$ cat config.mk
export PLATFORM = sky130hd
export DESIGN_NAME = matrix_mult_seq
export DESIGN_NICKNAME = d
export VERILOG_FILES = /design/src/rtl/matrix_mult_seq.sv
export SDC_FILE = /design/constraint.sdc
export NUM_CORES = 1
export LEC_CHECK = 0
export BUFFER_PORTS_ARGS = -buffer_cell sky130_fd_sc_hd__buf_2
export CORE_MARGIN = 5
export CORE_UTILIZATION = 39
export DETAILED_ROUTE_END_ITERATION = 12
export HOLD_SLACK_MARGIN = 0.08
export SLEW_MARGIN = 20
export SYNTH_ARGS = -nofsm -noshare
export SYNTH_HDL_FRONTEND = slang
export SYNTH_SLANG_ARGS = --single-unit
$ cat constraint.sdc
create_clock -name clk -period 21.9 [get_ports clk]
set_input_delay 2.19 -clock clk [delete_from_list [all_inputs] [get_ports clk]]
set_output_delay 2.19 -clock clk [all_outputs]
set_load 0.02 [all_outputs]
$ cat src/rtl/matrix_mult_seq.sv
// matrix_mult_seq: sequential NxN unsigned matrix multiply, one multiply-accumulate per cycle.
// Define MATRIX_MULT_SAT_EN for full-width products and results clamped to 2^W-1.
module matrix_mult_seq #(
   parameter int N = 3,
   parameter int W = 16
) (
   input  logic             clk,
   input  logic             rst,
   input  logic             start,
   input  logic [N*N*W-1:0] A,
   input  logic [N*N*W-1:0] B,
   output logic             busy,
   output logic             done,
   output logic [N*N*W-1:0] Result
);
   localparam int IW = $clog2(N);
`ifdef MATRIX_MULT_SAT_EN
   localparam int PW = 2*W;
   localparam int AW = 2*W + $clog2(N);
`else
   localparam int PW = W;
   localparam int AW = W;
`endif
   typedef enum logic [1:0] {IDLE, MAC, DONE} state_t;
   state_t state;
   logic [W-1:0] a_m [N][N];
   logic [W-1:0] b_m [N][N];
   logic [W-1:0] c_m [N][N];
   logic [W-1:0] c_nx [N][N];
   logic [AW-1:0] acc, sum;
   logic [PW-1:0] prod;
   logic [W-1:0] elem;
   logic [IW-1:0] i, j, k;
   logic last_k, last_j, last_i;
   always_comb begin
      last_k = k == IW'(N-1);
      last_j = j == IW'(N-1);
      last_i = i == IW'(N-1);
      prod = PW'(a_m[i][k]) * PW'(b_m[k][j]);
      sum = acc + AW'(prod);
`ifdef MATRIX_MULT_SAT_EN
      elem = (sum > AW'({W{1'b1}})) ? {W{1'b1}} : sum[W-1:0];
`else
      elem = sum[W-1:0];
`endif
      c_nx = c_m;
      if (state == MAC && last_k) c_nx[i][j] = elem;
   end
   always_ff @(posedge clk) begin
      if (rst) begin
         state <= IDLE;
         busy <= 1'b0;
         done <= 1'b0;
         Result <= '0;
         acc <= '0;
         i <= '0;
         j <= '0;
         k <= '0;
      end else begin
         case (state)
            IDLE: begin
               done <= 1'b0;
               if (start) begin
                  for (int r = 0; r < N; r++)
                     for (int c = 0; c < N; c++) begin
                        a_m[r][c] <= A[(N*N-1-(r*N+c))*W +: W];
                        b_m[r][c] <= B[(N*N-1-(r*N+c))*W +: W];
                     end
                  acc <= '0;
                  i <= '0;
                  j <= '0;
                  k <= '0;
                  busy <= 1'b1;
                  state <= MAC;
               end
            end
            MAC: begin
               c_m <= c_nx;
               if (last_k) begin
                  acc <= '0;
                  k <= '0;
                  if (last_j) begin
                     j <= '0;
                     if (last_i) begin
                        i <= '0;
                        busy <= 1'b0;
                        done <= 1'b1;
                        state <= DONE;
                        // c_nx already includes the final element written this cycle
                        for (int r = 0; r < N; r++)
                           for (int c = 0; c < N; c++)
                              Result[(N*N-1-(r*N+c))*W +: W] <= c_nx[r][c];
                     end else begin
                        i <= i + 1'b1;
                     end
                  end else begin
                     j <= j + 1'b1;
                  end
               end else begin
                  acc <= sum;
                  k <= k + 1'b1;
               end
            end
            DONE: begin
               done <= 1'b0;
               state <= IDLE;
            end
            default: state <= IDLE;
         endcase
      end
   end
endmodule

==> impl_metrics.json <==
{
  "outcome": "completed",
  "fin_total_pwr_mw": 4.97,
  "synth_top_area_share": 0.468,
  "tns_ps": 0,
  "leakage_nw": 12.8,
  "crit_type": "flop to flop",
  "initial_utilization": 0.395,
  "synth_warnings": 0,
  "clock-root-buffer": "clkbuf_16",
  "slowest_delay_ps": 760,
  "fin_crit_ps": 8010,
  "hold_class": "flop to flop",
  "maxCapViolations": 0,
  "area_growth_pct": 19.6,
  "cts_resized": 0,
  "synth.area.top_cells": "edfxtp_1, dfxtp_1, fa_1",
  "place_area_mm2": 0.0297,
  "hpwlAfterDp_mm": 52.0,
  "grt_max_degree": 93,
  "nFillCells": 6167,
  "finalInstanceArea_mm2": 0.0319,
  "yosys.area.top_type": "edfxtp_1",
  "cp-start-kind": "flop",
  "seq_area_frac_synth": 0.599,
  "min_period_over_period": 0.366,
  "antenna_found_initial": 3,
  "gp_congestion": 0.869,
  "cp_cell_sequence": "clkinv_1 -> a221o_1 -> o21ai_1 -> inv_1 -> nand2_1 -> fa_1 -> fa_1 -> inv_1 -> fa_1 -> fa_1 -> inv_1 -> fa_1 -> fa_1 -> xnor2_1 -> xnor2_1 -> xnor2_1 -> xnor2_1 -> xnor2_1 -> xnor2_1 -> xnor3_2 -> xor2_2 -> o21ai_0",
  "cts_tree": "built",
  "final-setup-viol-count": 0,
  "post_drt_wl_per_cell_um": 20.7,
  "clock_sinks": 590,
  "slew_violations": 0,
  "crit_path_end_kind": "flop",
  "grt_pass1_wl_mm": 111,
  "async_flop_share": 0,
  "synth_area_mm2": 0.0267,
  "htreeDepth": 3,
  "layout-drive-gt1-share": 0.261,
  "finalHoldViolCount": 0,
  "avgViaCountPerCell": 5.04,
  "grt_remaining_overflow": 0,
  "post_cts_buffers": 0,
  "routed_wl_mm": 73.0,
  "ys_top_cells_by_count": "edfxtp_1, nand2_1, nor2_1",
  "critPathBufInv": 4,
  "hold_slack_ps": 452,
  "cp_max_fo": 17,
  "fp.dieH_um": 271,
  "clkLatencyLatePin_ps": 590,
  "rsz0062_at_grt": "false",
  "postSynthAreaPerCell_um2": 12.2,
  "synth_seq_cells": 590,
  "via_count": 17800,
  "clockBufferDepth": 3,
  "numCtsBuffers": 67,
  "yosysUniqueCellTypes": 52,
  "die_w_um": 271,
  "ctsHoldBuffers": 0,
  "detail_route.iter0.violations": 1359,
  "num_rows": 95,
  "syn-num-nets": 2627,
  "cts.reportedPaths.clkPinSlew_ps": 60,
  "worst_pin_slew_ps": 1100,
  "ant_nets": 0,
  "first_global_vias": 18400,
  "die_area_mm2": 0.0737,
  "cp.arrival_ps": 8330,
  "synth_edf_count": 416,
  "synthesis.instances": 2190,
  "peakVddDrop_mv": 0.346,
  "portBuffers": 436,
  "cp_top_family": "adder cells",
  "fp.coreArea_mm2": 0.0675,
  "fmax_ghz": 0.125,
  "grtUsageTotal": 0.193,
  "max_slew_margin": 0.262,
  "ios": 437,
  "layout.nets": 3044,
  "fin_skew_ps": 29.4,
  "cp_slowest_cell": "dfxtp_1",
  "drt_pre_antenna_iters": 7,
  "critical_path_required_ps": 22210,
  "yosysMostFrequentCell": "edfxtp_1",
  "drc": 0,
  "p_per_area_mw_per_mm2": 156,
  "ys.flop_type": "edfxtp_1"
}
==> report_power, final <==
group | internal, mW | switching, mW | total [mW] | leakage (nW)
Sequential | 1.25 | 0.0137 | 1.26 | 5.25
Combinational | 0.854 | 1.79 | 2.64 | 6.50
Clock | 0.611 | 0.453 | 1.06 | 1.03
Total | 2.71 | 2.26 | 4.97 | 12.8
==> worst reg2reg max path: stages (launching register included) <==
cell and delay (ps):
dfxtp_1 760, clkinv_1 690, a221o_1 480, o21ai_1 500
inv_1 210, nand2_1 150, fa_1 450, fa_1 510
inv_1 50, fa_1 510, fa_1 510, inv_1 50
fa_1 440, fa_1 390, xnor2_1 140, xnor2_1 190
xnor2_1 160, xnor2_1 150, xnor2_1 150, xnor2_1 140
xnor3_2 500, xor2_2 430, o21ai_0 170
==> layout make-up <==
cell class	instances	area, um^2	area share
antenna	2	5.00	0.000157
multi-input combinational	1298	9580	0.300
tap	873	1090	0.0343
clock buffer	82	1790	0.0562
sequential	590	16000	0.501
inverter	184	691	0.0217
clock inverter	37	295	0.00926
timing repair buffer	466	2450	0.0767
==> path summary, 6_finish.rpt <==
path / startpoint / endpoint / slack, ps / cells after the start
hold / removal: Result[120] / Result[120] / 450 / 2
setup reg to reg: k[1] / c_m[79] / 13890 / 22
setup / recovery: k[1] / c_m[79] / 13890 / 22
hold reg to reg: Result[120] / Result[120] / 450 / 2
==> kinds of logic (layout without fill, tap and decap cells) <==
group           count (synthesis)  in the layout  synth area share
simple gates                  626            626            0.0961
flops                         590            590             0.599
compound gates                330            330            0.0760
buf+inv                       302            769            0.0453
mux                           157            157            0.0733
fa+ha+maj                     146            146            0.0950
xor+xnor                       39             39            0.0152
other cells                     0              2                 0
==> per-stage QoR <==
stage | setup slack, ps | util | cells
6_report | 13890 | 0.472 | 3532
3_5_place_dp | 13820 | 0.440 | 3409
5_1_grt | 13380 | 0.472 | 3532
3_3_place_gp | 13650 | 0.440 | 3409
2_1_floorplan | 6580 | - | 2190
4_1_cts | 13810 | 0.471 | 3528
==> per-layer routing <==
| metal | wire [um] | track usage | vias to the layer above |
|---|---|---|---|
| li1 | - | - | 8439 |
| met1 | 30800 | 0.254 | 8643 |
| met2 | 35800 | 0.330 | 622 |
| met3 | 4740 | 0.0359 | 103 |
| met4 | 1730 | 0.0550 | 2 |
| met5 | 7 | 0 | - |
==> state kept, by name, indices dropped and copies added (netlist names), named ones only <==
| signal | cells |
|---|---|
| busy | 1 |
| k | 2 |
| a_m | 144 |
| done | 1 |
| j | 2 |
| i | 2 |
| b_m | 144 |
| state | 2 |
| Result | 144 |
| c_m | 128 |
| acc | 16 |
==> layout by cell type, fill, tap and decap left out, types with 8 or more instances in the layout <==
cell type / netlist / layout
o22ai_1: 13 / 13
edfxtp_1: 416 / 416
nand3_1: 25 / 25
nor2_1: 214 / 211
nand2_1: 300 / 296
fa_1: 94 / 94
o21a_1: 8 / 8
a22oi_1: 14 / 14
clkbuf_1: 85 / 9
mux2_2: 77 / 77
nor3_1: 34 / 34
nor2b_1: 11 / 9
a221o_1: 14 / 14
buf_4: 6 / 28
clkinv_2: 0 / 14
clkinv_1: 2 / 14
ha_1: 52 / 52
buf_2: 12 / 435
mux4_2: 23 / 23
inv_1: 182 / 182
o2bb2ai_1: 14 / 14
mux2i_1: 57 / 57
a21oi_1: 119 / 118
o211a_1: 9 / 9
dfxtp_1: 174 / 170
nand2b_1: 27 / 27
o21ai_0: 94 / 94
clkbuf_16: 0 / 67
xnor2_1: 26 / 20
Note: power is estimated with default switching activity, not from simulation.
